$ cat src/rtl/trig_pkg.sv
// trig_pkg: shared types, defaults and helpers for the external trigger conditioner.
// Contents:
//   state_t   - conditioner FSM states (IDLE/DELAY/FIRE/HOLDOFF)
//   CNT_W_DEF - default width of the accepted/dropped event counters
//   sat_inc   - saturating increment against a caller-supplied all-ones value
package trig_pkg;

   typedef enum logic [1:0] {IDLE, DELAY, FIRE, HOLDOFF} state_t;

   localparam int CNT_W_DEF = 32;

   // Counters narrower than 64 bits pass their own all-ones value as max_v.
   function automatic logic [63:0] sat_inc(input logic [63:0] v, input logic [63:0] max_v);
      return (v == max_v) ? v : v + 64'd1;
   endfunction

endpackage

$ cat src/rtl/trig_in_glitch_filter.sv
// trig_in_glitch_filter: synchronises the external trigger, applies polarity,
// rejects glitches and emits a one-cycle candidate per filtered rising edge.
// Ports:
//   clk_i, rst_i        - clock, asynchronous active-high reset
//   trig_ext_i          - raw external trigger pin (asynchronous)
//   reg_trig_in_polar   - 1 inverts the synchronised level
//   reg_filter_width    - W: level must differ from filt for W+1 samples
//   cand_o              - one-cycle pulse on each filtered rising edge
module trig_in_glitch_filter (
   input  logic        clk_i,
   input  logic        rst_i,
   input  logic        trig_ext_i,
   input  logic        reg_trig_in_polar,
   input  logic [15:0] reg_filter_width,
   output logic        cand_o
);

   logic        r_s1, r_s2, r_filt, r_filt_d;
   logic [15:0] r_stab;
   logic        w_lvl;

   assign w_lvl  = r_s2 ^ reg_trig_in_polar;
   assign cand_o = r_filt & ~r_filt_d;

   // r_stab counts consecutive samples that disagree with r_filt; >= keeps a
   // shrinking width from letting the count run past the compare point.
   always_ff @(posedge clk_i or posedge rst_i) begin
      if (rst_i) begin
         r_s1     <= 1'b0;
         r_s2     <= 1'b0;
         r_filt   <= 1'b0;
         r_filt_d <= 1'b0;
         r_stab   <= '0;
      end else begin
         r_s1     <= trig_ext_i;
         r_s2     <= r_s1;
         r_filt_d <= r_filt;
         r_filt   <= (w_lvl != r_filt && r_stab >= reg_filter_width) ? w_lvl : r_filt;
         r_stab   <= (w_lvl == r_filt || r_stab >= reg_filter_width) ? '0 : r_stab + 16'd1;
      end
   end

endmodule

$ cat src/rtl/trig_in_cond.sv
// trig_in_cond: external trigger receive conditioner - filter, N-th edge divider,
// optional delay, re-arm holdoff, single-cycle trigger pulse and event counters.
// Build option: define TRIG_IN_DELAY_EN to build the DELAY state and honour reg_delay;
// otherwise reg_delay is ignored and latency is fixed at 3+W.
// Ports:
//   clk_i, rst_i        - clock, asynchronous active-high reset
//   trig_ext_i          - raw external trigger pin (asynchronous)
//   reg_trig_in_polar   - input polarity (1 = active-low)
//   reg_filter_width    - glitch filter width W
//   reg_div             - accept one candidate of max(reg_div,1)
//   reg_delay           - D cycles from acceptance to pulse
//   reg_holdoff         - H re-arm cycles after the pulse
//   reg_cnt_clr         - level clear of both counters
//   busy_i              - downstream busy; candidates dropped while high
//   trigger_o           - one-cycle trigger pulse
//   busy_o              - FSM not in IDLE
//   trig_cnt_o          - saturating count of issued pulses
//   drop_cnt_o          - saturating count of dropped candidates
module trig_in_cond
   import trig_pkg::*;
#(
   parameter int CNT_W = CNT_W_DEF
) (
   input  logic             clk_i,
   input  logic             rst_i,
   input  logic             trig_ext_i,
   input  logic             reg_trig_in_polar,
   input  logic [15:0]      reg_filter_width,
   input  logic [7:0]       reg_div,
   input  logic [31:0]      reg_delay,
   input  logic [31:0]      reg_holdoff,
   input  logic             reg_cnt_clr,
   input  logic             busy_i,
   output logic             trigger_o,
   output logic             busy_o,
   output logic [CNT_W-1:0] trig_cnt_o,
   output logic [CNT_W-1:0] drop_cnt_o
);

   state_t           r_state, w_next;
   logic [7:0]       r_div_cnt, w_div_max;
   logic [31:0]      r_cnt, r_hold, w_cnt_nxt;
   logic [CNT_W-1:0] r_trig_cnt, r_drop_cnt, w_ones;
   logic             w_cand, w_open, w_accept, w_drop;

   trig_in_glitch_filter u_filter (
      .clk_i             (clk_i),
      .rst_i             (rst_i),
      .trig_ext_i        (trig_ext_i),
      .reg_trig_in_polar (reg_trig_in_polar),
      .reg_filter_width  (reg_filter_width),
      .cand_o            (w_cand)
   );

   // Only candidates arriving in IDLE with the sequencer free reach the divider.
   assign w_open    = (r_state == IDLE) & ~busy_i;
   assign w_accept  = w_cand & w_open & (r_div_cnt == 8'd0);
   assign w_drop    = w_cand & ~w_open;
   assign w_div_max = (reg_div == 8'd0) ? 8'd0 : reg_div - 8'd1;
   assign w_ones    = '1;

   always_ff @(posedge clk_i or posedge rst_i) begin
      if (rst_i)
         r_state <= IDLE;
      else
         r_state <= w_next;
   end

   always_comb begin
      w_next = r_state;
      case (r_state)
`ifdef TRIG_IN_DELAY_EN
         IDLE:    w_next = w_accept ? ((reg_delay != 32'd0) ? DELAY : FIRE) : IDLE;
         DELAY:   w_next = (r_cnt == 32'd1) ? FIRE : DELAY;
`else
         IDLE:    w_next = w_accept ? FIRE : IDLE;
`endif
         FIRE:    w_next = (r_hold != 32'd0) ? HOLDOFF : IDLE;
         HOLDOFF: w_next = (r_cnt == 32'd1) ? IDLE : HOLDOFF;
         default: w_next = IDLE;
      endcase
   end

   always_comb begin
      trigger_o = (r_state == FIRE);
      busy_o    = (r_state != IDLE);
   end

   // One down-counter serves DELAY (loaded with D on accept) and HOLDOFF
   // (loaded with the latched H in FIRE); both states exit when it reads 1.
`ifdef TRIG_IN_DELAY_EN
   assign w_cnt_nxt = w_accept ? reg_delay :
                      (r_state == FIRE) ? r_hold :
                      (r_cnt != 32'd0) ? r_cnt - 32'd1 : r_cnt;
`else
   logic w_unused_delay;
   assign w_unused_delay = ^reg_delay;
   assign w_cnt_nxt = (r_state == FIRE) ? r_hold :
                      (r_cnt != 32'd0) ? r_cnt - 32'd1 : r_cnt;
`endif

   always_ff @(posedge clk_i or posedge rst_i) begin
      if (rst_i) begin
         r_cnt      <= '0;
         r_hold     <= '0;
         r_div_cnt  <= '0;
         r_trig_cnt <= '0;
         r_drop_cnt <= '0;
      end else begin
         r_cnt      <= w_cnt_nxt;
         r_hold     <= w_accept ? reg_holdoff : r_hold;
         r_div_cnt  <= (w_cand & w_open) ? ((r_div_cnt >= w_div_max) ? 8'd0 : r_div_cnt + 8'd1) : r_div_cnt;
         r_trig_cnt <= reg_cnt_clr ? '0 :
                       (r_state == FIRE) ? CNT_W'(sat_inc(64'(r_trig_cnt), 64'(w_ones))) : r_trig_cnt;
         r_drop_cnt <= reg_cnt_clr ? '0 :
                       w_drop ? CNT_W'(sat_inc(64'(r_drop_cnt), 64'(w_ones))) : r_drop_cnt;
      end
   end

   assign trig_cnt_o = r_trig_cnt;
   assign drop_cnt_o = r_drop_cnt;

endmodule

$ cat config.mk
export PLATFORM = sky130hd
export DESIGN_NAME = trig_in_cond
export DESIGN_NICKNAME = d
export VERILOG_FILES = /design/src/rtl/trig_pkg.sv /design/src/rtl/trig_in_glitch_filter.sv /design/src/rtl/trig_in_cond.sv
export SDC_FILE = /design/constraint.sdc
export NUM_CORES = 1
export LEC_CHECK = 0
export CORE_MARGIN = 2
export CORE_UTILIZATION = 48
export DETAILED_ROUTE_END_ITERATION = 6
export GPL_TIMING_DRIVEN = 0
export PLACE_DENSITY_LB_ADDON = 0.12
export SLEW_MARGIN = 0
export SYNTH_ARGS = -nofsm -noshare
export SYNTH_HDL_FRONTEND = slang
export SYNTH_SLANG_ARGS = --single-unit
$ cat constraint.sdc
create_clock -name clk_i -period 4.78 [get_ports clk_i]
set_clock_uncertainty 0.1 [all_clocks]
set_input_delay 0.717 -clock clk_i [delete_from_list [all_inputs] [get_ports clk_i]]
set_output_delay 0.717 -clock clk_i [all_outputs]
set_load 0.01 [all_outputs]
# Yosys cells after proc, flatten, opt, wreduce, memory -nomap -nowiden
# Cells that the tools add are included.
# Widths: inputs -> output; s select.
[word_totals] regBits=158 inputBits=94 out_inout_bits=66 word_cells=65
[op_classes] addsub=6 n_lt_le_gt_ge=2 eq_ne=9 mux=15 n_bitwise=9 reduce_logical=13
[ops] operator="$mux 32" count=8
[ops] operator="$add 32x1->32 const B" count=2
[ops] operator="$eq 32x32->1 const B" count=2
[ops] operator="$reduce_bool 32->1" count=2
[ops] operator="$eq 32x1->1 const B" count=1
[ops] operator="$sub 32x1->32 const B" count=1
[ops] operator="$add 16x1->16 const B" count=1
[ops] operator="$ge 16x16->1" count=1
[ops] operator="$logic_not 8->1" count=2
[ops] operator="$mux 16" count=1
[ops] operator="$mux 8" count=2
[ops] operator="$add 8x1->8 const B" count=1
[ops] operator="$ge 8x8->1" count=1
[ops] operator="$reduce_bool 2->1" count=4
[ops] operator="$sub 8x1->8 const B" count=1
[ops] operator="$mux 2" count=3
[ops] operator="$pmux 2 s3" count=1
[ops] operator="$and 1x1->1" count=5
[ops] operator="$eq 2x2->1 const B" count=2
[ops] operator="$ne 2x2->1 const B" count=2
[ops] operator="$reduce_and 2->1" count=2
[ops] operator="$not 1->1" count=3
[ops] operator="$logic_not 2->1" count=1
[ops] operator="$eq 1x1->1" count=1
[ops] operator="4 further kinds" count=4

# Longest topological paths before layout
# Gate-level depths: netlist of the first run.
[logic_depth] word_depth=6 mapped_depth=13 depth_no_buf=13

# Hierarchy
# A second synthesis of the first run with hierarchy kept.
[unflattened] cells_unflattened=937 area_unflattened_um2=8906.0
[modules_own_cells] mod="trig_in_cond" n_inst=1 cells_per_inst=803 area_per_inst_um2=7583.5 seq_area_each_um2=3453.3
[modules_own_cells] mod="trig_in_glitch_filter" n_inst=1 cells_per_inst=134 area_per_inst_um2=1322.5 seq_area_each_um2=500.5

# Worst setup path before layout of the first run
# No wires, ideal clock.
[synth_timing] kind="input to register" startpoint="in reg_div[6]" endpoint="reg r_div_cnt[0]" setup_ns=0.125 arrival_time_ns=3.216 setup_slack_ns=1.339 path_stages=10 n_path_buf=0 cell_sequence="or4_1 or3_1 and2_1 ha_1 nand2b_1 a21o_1 a211oi_1 o31ai_1 nor2_1 mux2_2"
[synth_via] elab_chain_cells=4 elab_cells_between_ends=5 classes_between="add/sub (1); order compare (1); mux (2); reduce/logical (1)"
[synth_rtl] element="from (decl)" line="trig_in_cond.sv:29" rtl="input logic [7:0] reg_div,"
[synth_rtl] element="$sub 8x1->8 or $logic_not 8->1 (tied branches)" line="trig_in_cond.sv:59" rtl="assign w_div_max = (reg_div == 8'd0) ? 8'd0 : reg_div - 8'd1;"
[synth_rtl] element="$mux 8 (*)" line="trig_in_cond.sv:59"
[synth_rtl] element="$ge 8x8->1 (*)" line="trig_in_cond.sv:112" rtl="r_div_cnt <= (w_cand & w_open) ? ((r_div_cnt >= w_div_max) ? 8'd0 : r_div_cnt + 8'd1) : r_div_cnt;"
[synth_rtl] element="$mux 8 (*)" line="trig_in_cond.sv:112"
[synth_rtl] element="to (signal assigned)" line="trig_in_cond.sv:112"
[synth_rtl] element="to (decl)" line="trig_in_cond.sv:41" rtl="logic [7:0] r_div_cnt, w_div_max;"
# Mark *: on every way between the ends. The rest lies on a longest branch, timed or not.
# A chain may end at the register's enable or synchronous reset.

# Final worst setup path of the first run
[layout_timing] startpoint="in reg_div[3]" endpoint="reg r_div_cnt[0]"
# Same word-level chain as after synthesis.

==> results.txt, run 1 <==
- In this run, the number of DRC markers left after iteration 0 of detailed routing was 451.
* Setup crit end kind: flip-flop
- For this run, the share of the core covered by cells in the final layout is ~63%.
- Summed over all cells, the static leakage comes to 4.55 nW.
- The flow ran to the end, and the final reports show no timing, DRC or antenna violations.
* Met1 routing resource usage after global routing: 31.3%
- In this run the clock root is driven by a sky130_fd_sc_hd__clkbuf_16.
- The congestion estimate from routability-driven global placement came to 0.887.
* Fmax: 253 MHz
- Of the post-synthesis cell area, the dominant cell type holds 46.2%.
- Met2 global-route usage: 35.3%
- TritonCTS built the clock tree.
- Compared with the post-synthesis result, the final layout area differs by 27.1%.
- For this run, the register share of the synthesized area comes to 46.2%.
* Count of final max-slew check failures: 0
* Core box area: 17400 sq um
- Max Root-Sink Buffers: 2
- Hold Violations, Final: 0
- The cell area that synthesis handed to floorplanning was 8550 sq um.
* Crit share post-route: 82.6%
- At the worst endpoint, the arrival time is 4.16 ns.
* Highest cell delay on the worst timing path: 0.75 ns
- After legalization and detailed placement, the total HPWL measured about 14 mm.
* Number of top-level pins: 160
- Across all hold checks on the routed design, the worst slack comes to 0.247 ns.
* Highest-delay cell along the critical path: sky130_fd_sc_hd__o31ai_1
- Clock insertion delay at the later pin of the skew report: 0.43 ns
- The via count of the first global-routing pass was 6565.
- Worst rel slew slack: 38.2%
* Vias after detailed routing: 6995
- Die height: 138 um
* Startpoint type of the worst setup path: primary input
- Number of buffers added on ports: roughly 130
- The worst hold path belongs to the class flip-flop to flip-flop.
* Synth unique cells: 57
- Net count of the mapped netlist: 1017
* Flop and latch count out of synthesis: ~160
- Critical path class: primary input to flip-flop
- Top cells by area, synth: sky130_fd_sc_hd__dfrtp_1 46%, sky130_fd_sc_hd__ha_1 4.8%, sky130_fd_sc_hd__xnor2_1 4.8%
* Gates resized, CTS repair: 0
- The initial utilization of the core area, before any placement, comes to 49.3%.
- The worst hold path passes through 0 cells.
- Cell count after synthesis: 890
* Shortest clock period the worst path allows after layout: 3.95 ns
- Per-cell routed wire length: around 15 um
- In the final layout, the share of cells above drive strength 1 is 9.03%.
- Across the run, the number of max-cap violations was 0.
- Setup violations remaining at the end of the flow were counted as 0.
- Count of yosys warnings during synthesis: 0
- Data required time at the worst endpoint: ~5 ns
- Setup repair after global routing left no endpoint under its margin.
- The first global-routing pass estimated roughly 33 mm of wire.
* Number of antenna violations at the first check in global routing: 0
- Dominant cell type by area after synthesis: sky130_fd_sc_hd__dfrtp_1
- Total DRC errors in the routed layout: 0
* Avg Vias per Cell: between 5 and 6
* Maximum number of pins on one net before global-route repair: 42
- Most common cell after layout, fill and taps aside: sky130_fd_sc_hd__dfrtp_1
* Dpl cell area: approximately 10000 sq um
- The H-tree generated during clock tree synthesis spans 4 levels.
* Total global-route track usage: 22.2%
- Of all nets on the critical path, the largest fanout is 8.
* Post-layout instance area: 10900 sq um
- The pre-antenna-repair detailed-routing pass consisted of 5 iterations.
* Final #Nets: ~1200
- Cell Chain, Critical Path: clkdlybuf4s50_1, or4_1, or3_1, and2_1, ha_1, nand2b_1, a21o_1, a211oi_1, o31ai_1, nor2_1, mux2_2
- Cts bufs inserted: 17
* Most frequent cells in the layout: 158 x sky130_fd_sc_hd__dfrtp_1, 126 x sky130_fd_sc_hd__clkdlybuf4s50_1, 97 x sky130_fd_sc_hd__nor2_1, 75 x sky130_fd_sc_hd__nand2_1, 47 x sky130_fd_sc_hd__xnor2_1
* Die Footprint: between 15000 and 20000 sq um
- Number of cell rows: 48
- Antenna violation net count after detailed routing: 0
- Slew at the pin closest to its max-slew limit: between 0.9 and 1 ns
- Min-Delay Startpoint: u_filter.r_s1$_DFF_PP0_
- Die outline width: 138 um
* Mean area per synthesized cell: 9.61 sq um
* Most used routing layer: met2
- After clock tree synthesis, the flow added hold-fix buffers numbering 0.
* Total congestion overflow: 0
- Clock-pin slew was measured on the worst setup and hold paths at 0.06 ns.
- After detailed routing, the total wire length is 19.8 mm.
- The worst register-to-register path begins at r_state[1]$_DFF_PP0_.
* Setup TNS Final: 0 ns
* Slack of the worst reg-to-reg path: 1.82 ns
- Power Density: 332 nW/um^2
- Clock tree synthesis found a total of ~160 sinks.
* Peak supply drop: 304 uV
- GRT met3 Usage: under 10%
* Reg2reg end: r_hold[11]$_DFFE_PP0P_
- In this run the post-CTS setup repair buffer count came out at 0.
- The worst hold path terminates at u_filter.r_s2$_DFF_PP0_.
- Measured in cells, the most critical reg-to-reg path has a length of 6.
* Diodes inserted: 0
metrics by stage:
stage	total power, W	setup slack (ns)	instances
after CTS	0.00364	0.804	1277
after detailed placement	0.00207	0.361	1245
after global routing	0.00379	0.631	1277
after global placement	0.00205	0.406	1241
after floorplan	0.00188	1.34	890
final	0.00361	0.830	1277
state kept, by name (all words and copies together), names as in the netlist:
name               count
r_state                2
u_filter.r_stab       16
u_filter.r_s1          1
r_hold                32
u_filter.r_s2          1
u_filter.r_filt_d      1
r_cnt                 32
u_filter.r_filt        1
drop_cnt_o            32
trig_cnt_o            32
r_div_cnt              8
kinds of logic after synthesis:
family / after synthesis / synth area share (%)
buffers and inverters: 60 / 2.79
DFF: 158 / 46.2
muxes: 34 / 4.48
and+or+nand+nor: 405 / 24.7
AOI/OAI and AO/OA: 109 / 7.68
xor gates and xnor gates: 91 / 9.32
adders and majority gates: 33 / 4.83
worst max-delay path: cells and delay by family:
family / cells / cell delay, ns
AND/OR/NAND/NOR: 5 / 1.46
multiplexers: 1 / 0.32
adder cells (fa/ha/maj): 1 / 0.26
AO/OA/AOI/OAI: 3 / 0.92
buffers and inverters: 1 / 0.48
power by group:
part	total (W)	leakage, nW	switching (W)	internal [W]
sequential	0.00155	2.09	0.000117	0.00144
combinational	0.000486	2.13	0.000257	0.000229
clock	0.00157	0.322	0.000559	0.00101
total	0.00361	4.55	0.000933	0.00268
synthesized netlist by cell type, drive strengths merged:
cell type	number
o21ai	39
o21a	3
mux2	34
nor4	21
clkbuf	21
nand2b	8
nand3	43
or4	9
or2	9
a21oi	32
a211oi	5
xnor2	47
a221oi	1
o211ai	3
xor2	44
nor3b	7
nor3	41
o311ai	2
nor2b	4
nor2	98
nand4b	2
or3	17
a311oi	1
o21bai	1
nand2	76
inv	31
nand4	30
dfrtp	158
ha	33
and3	19
and2	8
o22ai	1
o31ai	6
o41ai	1
and4b	1
buf	8
and4	10
nand3b	2
a22o	3
a21o	7
a31oi	4
per-layer routing:
metal  share of wire (%)  vias up
met5                   0        -
met4                0.99        0
met3                 4.6       14
met2                  48      166
met1                  47     3374
li1                    -     3441
worst max path at each step:
stage,startpoint,to,depth (start not counted)
floorplan,reg_div[6],r_div_cnt[0]$_DFFE_PP0P_,10
global placement,reg_div[3],r_div_cnt[0]$_DFFE_PP0P_,11
detailed placement,reg_div[3],r_div_cnt[0]$_DFFE_PP0P_,11
CTS,reg_div[3],r_div_cnt[0]$_DFFE_PP0P_,11
global route,reg_div[3],r_div_cnt[0]$_DFFE_PP0P_,11
finish,reg_div[3],r_div_cnt[0]$_DFFE_PP0P_,11
cell type report:
type,instances,area (sq um)
clock buffer,19,453
clock inverter,13,236
fill,1490,6490
multi-input combinational,672,4360
sequential,158,3950
buffer,29,123
timing repair buffer,130,1340
inverter,31,120
tap,225,282
(Power assumes the default switching activity.)
==> run 2: changes to the inputs <==
Settings changed: CORE_UTILIZATION 48 to 50.
Clock period 4.78 ns to 3.69 ns, I/O delays scaled along.
==> results.txt, run 2 (synthesis gave the netlist of run 1 again) <==
- The number of max-cap violations is 0 (unchanged).
- The switching part of the total came to 29.2% (+3.3 points).
* Area of the multi-input gates: 4380 sq um (+0.43%)
- The clock network fraction of design power was 37.7% (-5.8 points).
* Status: finished, final reports clean
* Worst Reg-to-Reg Cells: 6 (unchanged)
- The worst-case hold slack came to 0.251 ns (+0.00348 ns).
- Total DRC errors in the routed layout: 0 (unchanged)
- The final wirelength came to 19.7 mm (-0.18%).
* Slew at the pin closest to its max-slew limit: 0.683 ns (-0.237 ns)
- Number of cells traversed by the worst hold path: 0 (unchanged)
- After layout, the minimum clock period comes to 3.53 ns.
- The maximum fanout along the worst path came to 10 (+2).
- TritonCTS Sinks: 158 (unchanged)
- Clock tree synthesis selected as its root buffer the cell sky130_fd_sc_hd__clkbuf_16.
* Critical path class: flip-flop to output port
- Setup crit end kind: output port
- Pleak: 4.48 nW (-1.5%)
- Ratio of cells with drive above 1 in the final layout: 9.13% (+0.095 points)
- The total I/O pin count came to 160 (unchanged).
- Most common cell after layout, fill and taps aside: sky130_fd_sc_hd__dfrtp_1
- Max Root-Sink Buffers: 2 (unchanged)
- Die Footprint: 18200 sq um (-3.9%)
- The core region area is 16600 sq um (-4.1%).
* Combined flip-flop and latch cell area: 3950 sq um (unchanged)
- The source-to-sink clock delay at the later pin of the worst-skew pair was 0.43 ns (about the same).
- Total half-perimeter wirelength after legalization and detailed placement: 14.3 mm (-0.96%)
* Startpoint type of the worst setup path: flip-flop
- Post-layout worst setup margin: 0.162 ns (-0.668 ns)
- The die span in x came to 135 um (-2.0%).
- Cts bufs inserted: 17 (unchanged)
- The via count of the first global-routing pass was 6709 (+2.2%).
- Final cell count without fillers: 1272 (-0.39%)
- The relative slew slack came to 54.1% (+16 points).
- The share of total power in combinational logic is 15.2% (+1.7 points).
- Detailed Routing Iterations Pass 1: 4 (-1)
* Unrepaired setup endpoints after global routing: false
- Avg Vias per Cell: 5.48 (about the same)
* Data arrival, critical path: 2.87 ns (-1.29 ns)
- The number of H-tree levels was 4 (unchanged).
- The net switching power figure came to 0.00125 W (+34%).
- The final critical path takes up 95.6% of the cycle.
* Initial Utilization: 51.4% (+2.1 points)
- Compared with the post-synthesis result, the final layout area differs by 25.4%.
- The number of antenna cells inserted was 0 (unchanged).
* Hold Violations, Final: 0 (unchanged)
- Fmax: 283 MHz
- The aggregate global-route resource usage is 22.9% (+0.68 points).
- Data required time at the worst endpoint: 3.04 ns (-1.95 ns)
* GPL Wtd Cong: 0.883 (-0.48%)
- Vias after detailed routing: 6970 (-0.36%)
- The die outline height came to 135 um (-2.0%).
- Slack of the worst reg-to-reg path: 0.82 ns (-1.00 ns)
- The residual antenna-violating net count after detailed routing is 0 (unchanged).
* Power Internal: 0.00303 W (+13%)
- The count of input and output buffers was 126 (unchanged).
- Per-cell routed wire length: 15.5 um (+0.21%)
* Clock tree from TritonCTS: built
- The highest ir drop seen on vdd is 361 uV (+19%).
- Count of final max-slew check failures: 0 (unchanged)
- Count of fill cells added during filler insertion: 1407 (-5.6%)
- The clock-pin transition on the worst setup and hold timing paths was 0.06 ns (about the same).
* Final #Nets: 1166 (unchanged)
- Power Density: 399 nW/um^2 (+20%)
- Number of cell rows: 47 (-2.1%)
- Power consumption: 0.00428 W (+19%)
- Total congestion overflow: 0 (unchanged)
- The number of antenna violations at the first check in global routing is 0 (unchanged).
- The min-delay analysis places its worst path in the category flip-flop to flip-flop.
- Maximum number of pins on one net before global-route repair: 43 (+2.4%)
- # placed instances: 1240 (-0.40%)
- Drt initial violations: 356 (-21%)
- The post-CTS repair timing setup buffer count was 0 (unchanged).
* Fraction of power consumed by sequential logic: 47.0% (+3.9 points)
- Final number of setup-violating endpoints: 0 (unchanged)
- In the layout the commonest cells are 158 x sky130_fd_sc_hd__dfrtp_1, 126 x sky130_fd_sc_hd__clkdlybuf4s50_1, 97 x sky130_fd_sc_hd__nor2_1, 75 x sky130_fd_sc_hd__nand2_1, 47 x sky130_fd_sc_hd__xnor2_1.
- The pre-CTS worst setup slack is -0.462 ns (-0.823 ns).
- The wire length of the first global-routing pass was 33.3 mm (+1.4%).
run 2: changes by cell type in the layout (fill, tap and decap cells not counted), moves of 2 or more:
| cell | previous run | this run |
|---|---|---|
| sky130_fd_sc_hd__clkinv_2 | 0 | 3 |
| sky130_fd_sc_hd__clkinv_4 | 3 | 0 |
| sky130_fd_sc_hd__clkbuf_8 | 2 | 0 |
| sky130_fd_sc_hd__inv_6 | 0 | 5 |
| sky130_fd_sc_hd__bufinv_16 | 6 | 0 |
run 2: what timing repair did:
action,CTS,global route
resized for setup,1,2
hold buffers,0,0
setup endpoints to repair,1,1
run 2: critical path: stages (launching register included):
cell	delay, ns
sky130_fd_sc_hd__dfrtp_1	0.44
sky130_fd_sc_hd__nand2b_1	0.25
sky130_fd_sc_hd__inv_1	0.15
sky130_fd_sc_hd__clkbuf_1	0.48
sky130_fd_sc_hd__buf_1	0.48
sky130_fd_sc_hd__clkdlybuf4s50_1	0.64
run 2: final timing paths:
path,from,to
worst max-delay path,r_state[0]$_DFF_PP0_,trigger_o
worst min-delay path,u_filter.r_s1$_DFF_PP0_,u_filter.r_s2$_DFF_PP0_
worst max register to register,r_state[1]$_DFF_PP0_,r_hold[17]$_DFFE_PP0P_
worst min register to register,u_filter.r_s1$_DFF_PP0_,u_filter.r_s2$_DFF_PP0_
max in group asynchronous,rst_i,trig_cnt_o[17]$_DFFE_PP0P_
min in group asynchronous,rst_i,u_filter.r_stab[1]$_DFF_PP0_
run 2: per-layer routing:
layer	track usage [%]	share of wire (%)	routed length, um	vias up
met3	4.54	4.6	899	16
met2	36.9	48	9400	158
li1	-	-	-	3456
met1	31.9	47	9200	3340
met5	0	0	0	-
met4	6.02	1.1	225	0
run 2: power groups by stage:
stage               Clock, W  Sequential (W)  Combinational (W)
finish               0.00162         0.00201           0.000653
global route         0.00174         0.00204           0.000743
CTS                  0.00164         0.00201           0.000648
detailed placement         0         0.00204           0.000642
global placement           0         0.00204           0.000618
floorplan                  0         0.00200           0.000437
run 2: stage by stage:
| step | area (sq um) | util [%] | setup TNS [ns] |
|---|---|---|---|
| 2_1_floorplan | 8560 | - | 0 |
| 3_3_place_gp | 10100 | 60.7 | -58.56 |
| 3_5_place_dp | 10200 | 61.1 | -2.34 |
| 4_1_cts | 10700 | 64.4 | 0 |
| 5_1_grt | 10700 | 64.5 | 0 |
| 6_report | 10700 | 64.5 | 0 |
run 2: area by class of cell:
cell class	count	share of cell area, %
Inverter	31	1.12
Clock buffer	18	4.00
Tap cell	220	2.57
Buffer	29	1.14
Sequential cell	158	36.8
Timing Repair Buffer	130	12.5
Clock inverter	14	1.00
Multi-Input combinational cell	672	40.8
